$ cat src/rtl/qcw_burst_scheduler.sv
// qcw_burst_scheduler
// Sequences the QCW power stage through a train of bursts at a programmed
// repetition period. It drives start, the cycle limit and the per-cycle
// phase-shift ramp, enforces a minimum off-time between bursts and latches
// faults until they are cleared.
// Optional feature: define QCW_SCHED_WATCHDOG_EN to add a RUN-state burst
// watchdog and the wd_trip output.
module qcw_burst_scheduler #(
  parameter int PERIOD_W      = 24,
  parameter int MIN_OFF_CLKS  = 4096,
  parameter int WATCHDOG_CLKS = 1000000
) (
  input  logic                wb_clk_i,
  input  logic                wb_rst_ni,
  input  logic                cfg_enable,
  input  logic [15:0]         cfg_burst_count,
  input  logic [PERIOD_W-1:0] cfg_rep_period,
  input  logic [15:0]         cfg_cycle_limit,
  input  logic [7:0]          cfg_phase_start,
  input  logic [15:0]         cfg_phase_step,
  input  logic                fault_clear,
  input  logic                qcw_done,
  input  logic                qcw_cycle_finished,
  input  logic                qcw_fault,
  input  logic                qcw_halt,
  output logic                qcw_start,
  output logic [15:0]         qcw_cycle_limit,
  output logic [7:0]          qcw_phase_shift,
  output logic                busy,
  output logic                fault_latched,
`ifdef QCW_SCHED_WATCHDOG_EN
  output logic                wd_trip,
`endif
  output logic [15:0]         bursts_done
);

  typedef enum logic [2:0] {
    ST_IDLE,
    ST_START,
    ST_RUN,
    ST_HOLDOFF,
    ST_LOCKOUT
  } state_t;

  state_t state, state_nxt;

  logic [15:0]         sh_burst_count;
  logic [PERIOD_W-1:0] sh_rep_period;
  logic [7:0]          sh_phase_start;
  logic [15:0]         sh_phase_step;

  logic [15:0]         cycle_cnt;
  logic [23:0]         accum;
  logic [PERIOD_W-1:0] period_cnt;
  logic [PERIOD_W-1:0] off_cnt;
  logic                done_q;

  logic [PERIOD_W-1:0] period_dec;
  logic [PERIOD_W-1:0] off_dec;
  logic [23:0]         accum_new;
  logic [16:0]         phase_sum;
  logic [7:0]          phase_sat;
  logic [15:0]         bursts_inc;
  logic                burst_end;
  logic                train_done;
  logic                fault_evt;
  logic                burst_fin;

`ifdef QCW_SCHED_WATCHDOG_EN
  logic [PERIOD_W-1:0] wd_cnt;
  logic                wd_hit;
  assign wd_hit = (state == ST_RUN) && (wd_cnt >= PERIOD_W'(WATCHDOG_CLKS));
`else
  logic                wd_hit;
  assign wd_hit = 1'b0;
`endif

  assign qcw_start     = (state == ST_START);
  assign busy          = (state == ST_START) || (state == ST_RUN) || (state == ST_HOLDOFF);
  assign fault_latched = (state == ST_LOCKOUT);

  // Counter decrements, phase ramp arithmetic and burst-end decode
  always_comb begin
    period_dec = (period_cnt == '0) ? '0 : period_cnt - 1'b1;
    off_dec    = (off_cnt == '0) ? '0 : off_cnt - 1'b1;
    accum_new  = accum + {8'd0, sh_phase_step};
    phase_sum  = {9'd0, sh_phase_start} + {1'b0, accum_new[23:8]};
    phase_sat  = (phase_sum > 17'd255) ? 8'hFF : phase_sum[7:0];
    bursts_inc = bursts_done + 16'd1;
    burst_end  = (qcw_done && !done_q) || (cycle_cnt >= qcw_cycle_limit);
    train_done = (sh_burst_count != 16'd0) && (bursts_inc == sh_burst_count);
    fault_evt  = qcw_fault || wd_hit;
    burst_fin  = (state == ST_RUN) && !fault_evt && !qcw_halt && burst_end;
  end

  // Next-state decode; fault beats halt, halt beats burst end
  always_comb begin
    state_nxt = state;
    case (state)
      ST_IDLE: begin
        if (cfg_enable) state_nxt = ST_START;
      end
      ST_START: begin
        if (fault_evt)     state_nxt = ST_LOCKOUT;
        else if (qcw_halt) state_nxt = ST_IDLE;
        else               state_nxt = ST_RUN;
      end
      ST_RUN: begin
        if (fault_evt)      state_nxt = ST_LOCKOUT;
        else if (qcw_halt)  state_nxt = ST_IDLE;
        else if (burst_end) state_nxt = train_done ? ST_IDLE : ST_HOLDOFF;
      end
      ST_HOLDOFF: begin
        if (fault_evt)        state_nxt = ST_LOCKOUT;
        else if (qcw_halt)    state_nxt = ST_IDLE;
        else if (!cfg_enable) state_nxt = ST_IDLE;
        else if ((period_dec == '0) && (off_dec == '0)) state_nxt = ST_START;
      end
      ST_LOCKOUT: begin
        if (fault_clear && !qcw_fault) state_nxt = ST_IDLE;
      end
      default: state_nxt = ST_IDLE;
    endcase
  end

  // State register
  always_ff @(posedge wb_clk_i or negedge wb_rst_ni) begin
    if (!wb_rst_ni) state <= ST_IDLE;
    else            state <= state_nxt;
  end

  // Shadow config, counters and phase ramp; the period counter is loaded on
  // entry to START so that start-to-start spacing equals rep_period exactly
  always_ff @(posedge wb_clk_i or negedge wb_rst_ni) begin
    if (!wb_rst_ni) begin
      sh_burst_count  <= '0;
      sh_rep_period   <= '0;
      sh_phase_start  <= '0;
      sh_phase_step   <= '0;
      qcw_cycle_limit <= '0;
      qcw_phase_shift <= '0;
      bursts_done     <= '0;
      cycle_cnt       <= '0;
      accum           <= '0;
      period_cnt      <= '0;
      off_cnt         <= '0;
      done_q          <= 1'b0;
    end else begin
      done_q <= qcw_done;
      case (state)
        ST_IDLE: begin
          if (cfg_enable) begin
            sh_burst_count  <= cfg_burst_count;
            sh_rep_period   <= cfg_rep_period;
            sh_phase_start  <= cfg_phase_start;
            sh_phase_step   <= cfg_phase_step;
            qcw_cycle_limit <= cfg_cycle_limit;
            qcw_phase_shift <= cfg_phase_start;
            period_cnt      <= cfg_rep_period;
            bursts_done     <= '0;
          end
        end
        ST_START: begin
          cycle_cnt  <= '0;
          accum      <= '0;
          period_cnt <= period_dec;
        end
        ST_RUN: begin
          period_cnt <= period_dec;
          if (qcw_cycle_finished) begin
            cycle_cnt       <= cycle_cnt + 16'd1;
            accum           <= accum_new;
            qcw_phase_shift <= phase_sat;
          end
          if (burst_fin) begin
            bursts_done <= bursts_inc;
            off_cnt     <= PERIOD_W'(MIN_OFF_CLKS);
          end
        end
        ST_HOLDOFF: begin
          period_cnt <= period_dec;
          off_cnt    <= off_dec;
          if (state_nxt == ST_START) begin
            qcw_phase_shift <= sh_phase_start;
            period_cnt      <= sh_rep_period;
          end
        end
        default: ;
      endcase
      if ((state_nxt == ST_IDLE) || (state_nxt == ST_LOCKOUT)) qcw_phase_shift <= '0;
    end
  end

`ifdef QCW_SCHED_WATCHDOG_EN
  // Burst watchdog: counts RUN clocks and flags the trip until LOCKOUT is left
  always_ff @(posedge wb_clk_i or negedge wb_rst_ni) begin
    if (!wb_rst_ni) begin
      wd_cnt  <= '0;
      wd_trip <= 1'b0;
    end else begin
      if (state == ST_START)    wd_cnt <= '0;
      else if (state == ST_RUN) wd_cnt <= wd_cnt + 1'b1;
      if (wd_hit && !qcw_fault) wd_trip <= 1'b1;
      else if ((state == ST_LOCKOUT) && (state_nxt == ST_IDLE)) wd_trip <= 1'b0;
    end
  end
`endif

endmodule

$ cat config.mk
export PLATFORM = sky130hd
export DESIGN_NAME = qcw_burst_scheduler
export DESIGN_NICKNAME = d
export VERILOG_FILES = /design/src/rtl/qcw_burst_scheduler.sv
export SDC_FILE = /design/constraint.sdc
export NUM_CORES = 1
export LEC_CHECK = 0
export CAP_MARGIN = 20
export CORE_MARGIN = 8
export CORE_UTILIZATION = 61
export CTS_CLUSTER_DIAMETER = 80
export DETAILED_ROUTE_END_ITERATION = 10
export GPL_ROUTABILITY_DRIVEN = 0
export MAX_ROUTING_LAYER = met4
export PLACE_DENSITY = 0.82
export SYNTH_ARGS = -nofsm -noshare
export SYNTH_HDL_FRONTEND = slang
export SYNTH_SLANG_ARGS = --single-unit
$ cat constraint.sdc
create_clock -name wb_clk_i -period 8.92 [get_ports wb_clk_i]
set_input_delay 1.784 -clock wb_clk_i [delete_from_list [all_inputs] [get_ports wb_clk_i]]
set_output_delay 1.784 -clock wb_clk_i [all_outputs]
set_load 0.1 [all_outputs]
# ---- After elaboration in Yosys (flattened, before gate mapping)
# Index checks and enable logic that the tools add are counted.
dict set report classes {
  addsub 6
  n_lt_le_gt_ge 2
  eq_ne 13
  n_mux 33
  reduce_logical 33
}
# cell count
set ops {}
lappend ops {{$mux 24} 6}
lappend ops {{$logic_not 24->1} 4}
lappend ops {{$pmux 24 s2} 2}
lappend ops {{$pmux 24 s3} 1}
lappend ops {{$pmux 16 s2} 2}
lappend ops {{$mux 16} 3}
lappend ops {{$sub 24x1->24 const B} 2}
lappend ops {{$mux 8} 5}
lappend ops {{$add 16x1->16 const B} 2}
lappend ops {{$mux 3} 10}
lappend ops {{$add 24x16->24} 1}
lappend ops {{$pmux 8 s3} 1}
lappend ops {{$add 8x16->17} 1}
lappend ops {{$gt 17x8->1 const B} 1}
lappend ops {{$eq 16x16->1} 1}
lappend ops {{$ge 16x16->1} 1}
lappend ops {{$reduce_bool 16->1} 1}
lappend ops {{$pmux 3 s5} 1}
lappend ops {{$reduce_and 2->1} 4}
lappend ops {{$logic_and 1x1->1} 7}
lappend ops {{$eq 3x1->1 const B} 2}
lappend ops {{$eq 3x2->1 const B} 2}
lappend ops {{$eq 3x3->1 const B} 2}
lappend ops {{$logic_not 3->1} 2}
lappend ops {{13 further kinds} 23}
dict set report totals {
  regBits 196
  input_bits 88
}

# ---- Depth between registers and ports, before layout
# Gate-level depths: netlist (run 1).
dict set report depth {
  depth_word 13
  depth_mapped 21
  depth_no_buf 21
}

# ---- Least setup slack after synthesis (run 1)
# Ideal clock, no wire load.
dict set report synth_path {
  kind {register to register}
  startpoint {reg sh_phase_step[0]}
  endpoint {reg qcw_phase_shift[4]}
  t_arrival_ns 4.270
  required_ns 8.797
  path_slack_ns 4.527
  path_stages_with_launch 22
  n_path_buf 0
  period_less_slack_ns 4.393
  path_cell_list {dfrtp_1 -> ha_1 -> inv_1 -> fa_1 -> nor2b_1 -> o31a_1 -> o31ai_1 -> a21oi_1 -> a21o_1 -> a21oi_1 -> xnor2_1 -> ha_1 -> nand3_1 -> a21boi_0 -> o21ai_0 -> nand2_1 -> and3_1 -> nor3b_1 -> mux2i_1 -> nor4_1 -> o21ai_0 -> a32o_1}
}
dict set report synth_via {
  elab_chain_cells 7
}
# element line_no
set synth_lines {}
lappend synth_lines {{start, declared} 50} ;# logic [15:0] sh_phase_step;
lappend synth_lines {{start signal, assigned} 156} ;# sh_phase_step <= cfg_phase_step;
lappend synth_lines {{$add 24x16->24 (*)} 86} ;# accum_new = accum + {8'd0, sh_phase_step};
lappend synth_lines {{$add 8x16->17 (*)} 87} ;# phase_sum = {9'd0, sh_phase_start} + {1'b0, accum_new[23:8]};
lappend synth_lines {{$gt 17x8->1} 88} ;# phase_sat = (phase_sum > 17'd255) ? 8'hFF : phase_sum[7:0];
lappend synth_lines {{$mux 8 (*)} 88}
lappend synth_lines {{$mux 8 (*)} 170} ;# if (qcw_cycle_finished) begin
lappend synth_lines {{$pmux 8 s3 (*)} 150} ;# case (state)
lappend synth_lines {{$mux 8 (*)} 190} ;# if ((state_nxt == ST_IDLE) || (state_nxt == ST_LOCKOUT)) qcw_phase_shift <= '0;
lappend synth_lines {{end signal, assigned} 158} ;# qcw_phase_shift <= cfg_phase_start;
lappend synth_lines {{end signal, assigned} 173} ;# qcw_phase_shift <= phase_sat;
lappend synth_lines {{end signal, assigned} 184} ;# qcw_phase_shift <= sh_phase_start;
lappend synth_lines {{end, declared} 28} ;# output logic [7:0] qcw_phase_shift,
# Mark *: on every way between the ends. The rest lies on a longest branch, timed or not. The select of a mux whose other input is x is not followed.
# A chain may end at the register's enable or synchronous reset.

# ---- Final worst setup path (run 1)
dict set report layout_path {
  startpoint {reg state[0]}
  endpoint {out qcw_start}
}
dict set report layout_via {
  elab_chain_cells 1
}
# element line_no
set layout_lines {}
lappend layout_lines {{start, declared} 45} ;# state_t state, state_nxt;
lappend layout_lines {{start signal, assigned} 129} ;# else state <= state_nxt;
lappend layout_lines {{$eq 3x1->1} 78} ;# assign qcw_start = (state == ST_START);
lappend layout_lines {{end, declared} 26} ;# output logic qcw_start,
# No other way between the ends.

==> summary.txt, run 1 <==
run status: finished, final reports clean
P&R area growth vs syn: 16.07%
ANT nets after route: 0
pins over their slew limit: 0
CP arrival: 3.53 ns
crit end category: primary output
Initial DRC Count: 812
Clock Path Buffers: 2
CTS Buf Count: 17
worst slew pin tran: 1.075 ns
post-synthesis compound-gate area fraction: 18.13%
clock skew: 0.01688 ns
CP delay by family, top: buffers and inverters
synth warn: 0
WP buf/inv: 3
adder-cell share of the synthesized area: 5.061%
min Tclk post-route: 5.319 ns
Mapped Nets: 1608
CTS root buf: clkbuf_16
Post-Synth Simple-Gate Area: 24.71%
via count: 11.13k
drt pass-1 iters: 5
Leak: 6.320 nW
final non-filler cell area: 14120 µm²
final hold viol count: 0
Buffers on Ports: 130
maximum vdd drop: 0.2823 mV
CTS Hold Bufs: 0
Worst EP required: 7.14 ns
Core Box Area: 19530 µm²
initial antenna violation count: 1
Core Util, Final: 72.30%
postcts setup bufs: 0
number of synthesized flops with an enable pin: 0
Cells after Synth: 1472
power per standard cell area: 335.0 nW/µm²
clock latency on the worst-skew pair: 0.44 ns
worst path cell trace: inv_1, or3_1, inv_2, clkdlybuf4s50_1
cts repair resizes: 0
slowest cell on the critical path: clkdlybuf4s50_1
synthesized area per cell: 8.263 µm²
final wirelength: 31510 µm
die boundary height: 157.2 µm
Reg clk slew, reported paths: 0.07 ns
Netlist Area Pre-Place: 12160 µm²
clk sinks: 196
Post-DP Area: 13550 µm²
Crit Path Class: flop to primary output
Crit Path Max Fanout: 19
Primary FF master, synth: dfrtp_1
die area: 24710 µm²
xor/xnor share of the synthesized area: 5.401%
vias in the first global route: 10.84k
setup TNS: 0 ns
crit path launch: state[0]
Async S/R FF share, synth: 100.0%
unrepaired setup endpoints after global routing: false
Final nets: 1687
Via density: 6.087
DRC violations left: 0
Seq cells post-synth: 196
Overflow after GRT: 0
fmax: 188.0 MHz
DPL Wire Length: 21900 µm
largest net degree at the start of global routing: 122
Die Wd: 157.2 µm
main combinational cell family by area after synthesis: simple AND/OR/NAND/NOR gates
Tot GR Track Use: 26.83%
Worst R2R Start: sh_phase_step[0]
mux cell area share after synthesis: 2.273%
Seq/Total Area, Yosys: 40.33%
hold_sp: sh_phase_step[0]
Startpoint Class: flop
average wire per standard cell: 17.23 µm
Max-slew headroom: 28.08%
standard-cell rows: 51
H-tree depth: 4
HP Class: flop to flop
layout cells sized above 1: 4.223%
initial core utilization: 62.29%
first-pass GRT wire length: 52890 µm
Design Power: 4.730 mW
Slowest Stage Delay on Critical Path: 1.23 ns
Yosys cell types: 68
I/O Pins: 131
# setup viols final: 0
Max Cap Viol: 0
fin crit share: 59.63%
CTS tree: done
[cells by family after synthesis]
logic type                 count (synthesis)
and+or+nand+nor                          655
AOI/OAI and AO/OA                        343
DFF                                      196
buffers and inverters                    128
xor gates and xnor gates                  75
adders and majority gates                 48
muxes                                     27
[synthesized netlist by cell type, types with 7 or more instances]
| cell | count | share of area (%) |
|---|---|---|
| nand2b_1 | 13 | 0.67 |
| o221ai_1 | 19 | 1.4 |
| a211oi_1 | 10 | 0.62 |
| o41ai_1 | 7 | 0.50 |
| nor3b_1 | 7 | 0.43 |
| o21ai_0 | 143 | 5.9 |
| a32o_1 | 9 | 0.74 |
| nor2_1 | 125 | 3.9 |
| nand3_1 | 51 | 2.1 |
| nor3_1 | 28 | 1.2 |
| nor4_1 | 29 | 1.5 |
| or4_1 | 8 | 0.49 |
| nand4_1 | 19 | 0.98 |
| ha_1 | 46 | 4.7 |
| a31oi_1 | 13 | 0.67 |
| or3_1 | 15 | 0.77 |
| nand2_1 | 308 | 9.5 |
| and3_1 | 15 | 0.77 |
| xnor2_1 | 42 | 3.0 |
| a21oi_1 | 47 | 1.9 |
| mux2i_1 | 25 | 2.1 |
| dfrtp_1 | 196 | 40 |
| a21o_1 | 12 | 0.74 |
| xor2_1 | 33 | 2.4 |
| o21a_1 | 22 | 1.4 |
| inv_1 | 46 | 1.4 |
| and2_1 | 8 | 0.41 |
| clkbuf_1 | 71 | 2.2 |
| o31ai_1 | 19 | 1.2 |
[area by class of cell]
class,count,area (µm²)
antenna,1,2.502
tap,265,331.6
multi-input combinational,1148,6771
fill,1523,5409
clock inverter,14,118.9
timing repair buffer,140,1383
inverter,48,180.2
clock buffer,17,425.4
sequential,196,4905
[routing by layer]
metal	part of all wire, %	GRT usage (%)
met3	4.9	4.524
met4	2.8	10.92
met5	0	-
met1	44	33.55
met2	49	42.86
[tightest hold or removal path, stage by stage (launching register included)]
cell and delay [ns]:
dfrtp_1 0.35, nand2_1 0.05, nand2_1 0.05
[state kept, by name (all words and copies together) (netlist names)]
| signal | count |
|---|---|
| off_cnt | 24 |
| sh_phase_start | 8 |
| accum | 24 |
| sh_rep_period | 24 |
| bursts_done | 16 |
| done_q | 1 |
| period_cnt | 24 |
| cycle_cnt | 16 |
| qcw_cycle_limit | 16 |
| state | 3 |
| qcw_phase_shift | 8 |
| sh_phase_step | 16 |
| sh_burst_count | 16 |
[layout by cell type (no fill, tap or decap), types with 14 or more instances in the layout]
master             n
a21oi_1           47
and3_1            15
clkbuf_16         17
clkdlybuf4s50_1  129
dfrtp_1          196
ha_1              46
inv_1             46
mux2i_1           25
nand2_1          308
nand3_1           51
nand4_1           19
nor2_1           125
nor3_1            27
nor4_1            28
o21a_1            22
o21ai_0          143
o221ai_1          19
o31ai_1           19
or3_1             14
xnor2_1           42
xor2_1            33
[power by group]
| part | total [mW] | switching, mW | internal [mW] |
|---|---|---|---|
| clock network | 0.735 | 0.370 | 0.365 |
| registers | 1.59 | 0.367 | 1.23 |
| logic | 2.40 | 1.53 | 0.877 |
| total | 4.73 | 2.26 | 2.47 |
[worst paths after layout]
check / end / slack (ns) / cells after the start
min in group asynchronous: off_cnt[4] / 1.42 / 1
max in group asynchronous: qcw_phase_shift[7] / 5.96 / 2
min reg2reg: sh_phase_step[0] / 0.49 / 2
min: sh_phase_step[0] / 0.49 / 2
max reg2reg: qcw_phase_shift[4] / 4.18 / 22
max: qcw_start / 3.60 / 4
[stage by stage]
step / hold WS (ns) / instances / worst slack, ns
CTS: 0.4848 / 1825 / 3.639
floorplan: 0.4450 / 1472 / 4.527
global route: 0.5071 / 1829 / 3.522
detailed placement: 0.4621 / 1794 / 3.662
finish: 0.4861 / 1829 / 3.601
global placement: 0.4575 / 1794 / 4.031
(Power assumes the default switching activity.)
==> run 2: changes to the inputs <==
--- a/config.mk
+++ b/config.mk
@@ -7,12 +7,12 @@
 export LEC_CHECK = 0
 export CAP_MARGIN = 20
 export CORE_MARGIN = 8
-export CORE_UTILIZATION = 61
+export CORE_UTILIZATION = 58
 export CTS_CLUSTER_DIAMETER = 80
 export DETAILED_ROUTE_END_ITERATION = 10
 export GPL_ROUTABILITY_DRIVEN = 0
 export MAX_ROUTING_LAYER = met4
-export PLACE_DENSITY = 0.82
+export PLACE_DENSITY = 0.79
 export SYNTH_ARGS = -nofsm -noshare
 export SYNTH_HDL_FRONTEND = slang
 export SYNTH_SLANG_ARGS = --single-unit
==> constraint.sdc (replaced) <==
create_clock -name wb_clk_i -period 5.4 [get_ports wb_clk_i]
set_input_delay 1.08 -clock wb_clk_i [delete_from_list [all_inputs] [get_ports wb_clk_i]]
set_output_delay 1.08 -clock wb_clk_i [all_outputs]
set_load 0.1 [all_outputs]
==> run 2 against run 1 <==
  * Clock power increased by 77%
  * Flip-flop and latch count unchanged
  * Cell count increased by 0.82%
  * Non-clock buffer count increased by 5
  * Sequential power increased by 65%
  * Combinational power increased by 65%
==> summary.txt, run 2 (same netlist as run 1, synthesis figures left out) <==
pins over their slew limit: 0 (unchanged)
Via density: 5.983 (-1.7%)
average wire per standard cell: 16.92 µm (-1.8%)
vias in the first global route: 10.82k (-0.18%)
CTS Buf Count: 17 (unchanged)
maximum vdd drop: 0.4652 mV (+65%)
CTS root buf: clkbuf_16
I/O Pins: 131 (unchanged)
Max Cap Viol: 0 (unchanged)
Crit Path Max Fanout: 19 (unchanged)
standard-cell rows: 53 (+3.9%)
clock skew: 0.01548 ns (-0.001406 ns)
CTS tree: done
Reg clk slew, reported paths: 0.07 ns (about the same)
setup TNS: 0 ns (unchanged)
worst hold slack: 0.4836 ns (-0.002554 ns)
CTS Hold Bufs: 0 (unchanged)
Power Internal: 4.215 mW (+71%)
CP arrival: 3.59 ns (+0.06 ns)
Overflow after GRT: 0 (unchanged)
P_sw: 3.678 mW (+63%)
Max-slew headroom: 33.28% (+5.2 points)
crit end category: primary output
Buffers on Ports: 130 (unchanged)
Initial DRC Count: 761 (-6.3%)
switching part of the total power: 46.60% (-1.2 points)
final wirelength: 31200 µm (-1.0%)
# setup viols final: 0 (unchanged)
sequential group share of total power: 33.3% (-0.4 points)
Post-DP Area: 13610 µm² (+0.48%)
Die Wd: 160.8 µm (+2.3%)
clk sinks: 196 (unchanged)
initial antenna violation count: 1 (unchanged)
ANT nets after route: 0 (unchanged)
Tot GR Track Use: 25.21% (-1.6 points)
postcts setup bufs: 0 (unchanged)
fill count: 1726 (+13%)
power per standard cell area: 554.7 nW/µm² (+66%)
initial core utilization: 58.41% (-3.9 points)
die area: 25860 µm² (+4.6%)
HP Class: flop to flop
area of the multi-input gates: 6771 µm² (unchanged)
worst slew pin tran: 0.9976 ns (-0.07716 ns)
via count: 11.03k (-0.91%)
Worst EP required: 4.32 ns (-2.82 ns)
drt pass-1 iters: 5 (unchanged)
unrepaired setup endpoints after global routing: false
most common cell after layout, fill and taps aside: nand2_1
P&R area growth vs syn: 16.98%
Slowest Stage Delay on Critical Path: 1.24 ns (about the same)
final non-filler cell area: 14230 µm² (+0.79%)
worst path cell trace: inv_1, or3_1, inv_2, clkdlybuf4s50_1
layout cells sized above 1: 4.337% (+0.11 points)
most frequent cells in the layout: 308 x nand2_1, 196 x dfrtp_1, 143 x o21ai_0, 129 x clkdlybuf4s50_1, 125 x nor2_1
Final nets: 1692 (+0.30%)
Startpoint Class: flop
Core Box Area: 20820 µm² (+6.6%)
Crit Path Class: flop to primary output
cts repair resizes: 0 (unchanged)
H-tree depth: 4 (unchanged)
final hold viol count: 0 (unchanged)
clock power share: 16.5% (+1.0 points)
fmax: 214.1 MHz
DPL Wire Length: 21610 µm (-1.3%)
run status: finished, final reports clean
Leak: 6.358 nW (+0.60%)
first-pass GRT wire length: 53200 µm (+0.59%)
DRC violations left: 0 (unchanged)
Clock Path Buffers: 2 (unchanged)
WP buf/inv: 3 (unchanged)
min Tclk post-route: 4.670 ns
die boundary height: 160.8 µm (+2.3%)
slowest cell on the critical path: clkdlybuf4s50_1
CP delay by family, top: buffers and inverters
largest net degree at the start of global routing: 114 (-6.6%)
register area: 4905 µm² (unchanged)
clock latency on the worst-skew pair: 0.44 ns (about the same)
Comb power frac: 50.3% (-0.5 points)
fin crit share: 86.49%
Design Power: 7.893 mW (+67%)
run 2: final cells by class:
cell class              instances  share of cell area, %
well taps                     275                  2.418
clock inverters                11                  1.064
flip-flops and latches        196                  34.47
inverters                      48                  1.266
multi-input cells            1148                  47.59
repair buffers                145                  10.10
clock buffers                  20                  3.069
diodes                          1                0.01759
run 2: tightest hold or removal path: stages, from the launching register on:
cell and delay (ns):
dfrtp_1 0.35, nand2_1 0.05, nand2_1 0.05
run 2: through the flow:
step           std cells  setup slack (ns)  utilization [%]
2_1_floorplan       1472             1.007                -
3_3_place_gp        1811             1.117            65.36
3_5_place_dp        1811            0.9280            65.36
4_1_cts             1842            0.7382            68.19
5_1_grt             1844            0.3241            68.33
6_report            1844            0.7297            68.33
run 2: final timing paths:
kind,startpoint,slack (ns),cells past startpoint,endpoint
hold reg to reg,sh_phase_step[2],0.48,2,sh_phase_step[2]
setup / recovery,state[0],0.73,4,qcw_start
min in group asynchronous,wb_rst_ni,0.78,1,off_cnt[6]
max in group asynchronous,wb_rst_ni,3.44,2,accum[7]
hold / removal,sh_phase_step[2],0.48,2,sh_phase_step[2]
setup reg to reg,sh_phase_step[0],0.80,22,qcw_phase_shift[4]
run 2: power groups by stage:
stage | sequential (mW) | clock [mW] | combinational [mW]
after global placement | 2.61 | 0 | 3.82
after global routing | 2.71 | 1.38 | 4.41
after detailed placement | 2.63 | 0 | 3.93
after floorplan | 2.97 | 0 | 2.62
final | 2.62 | 1.30 | 3.97
after CTS | 2.61 | 1.32 | 3.97
run 2: metal layers:
layer | up-vias | track usage [%] | wire length [µm]
met2 | 334 | 40.26 | 15040
met5 | - | - | 0
met3 | 50 | 4.505 | 1669
li1 | 5360 | - | -
met1 | 5289 | 32.12 | 13830
met4 | 0 | 8.291 | 661
==> run 3: changes to the inputs <==
--- a/config.mk
+++ b/config.mk
@@ -13,6 +13,7 @@
 export GPL_ROUTABILITY_DRIVEN = 0
 export MAX_ROUTING_LAYER = met4
 export PLACE_DENSITY = 0.79
+export SETUP_SLACK_MARGIN = 0.1
 export SYNTH_ARGS = -nofsm -noshare
 export SYNTH_HDL_FRONTEND = slang
 export SYNTH_SLANG_ARGS = --single-unit
==> results of run 3 <==
No change in the layout: final DEF, timing and power equal those of run 2.
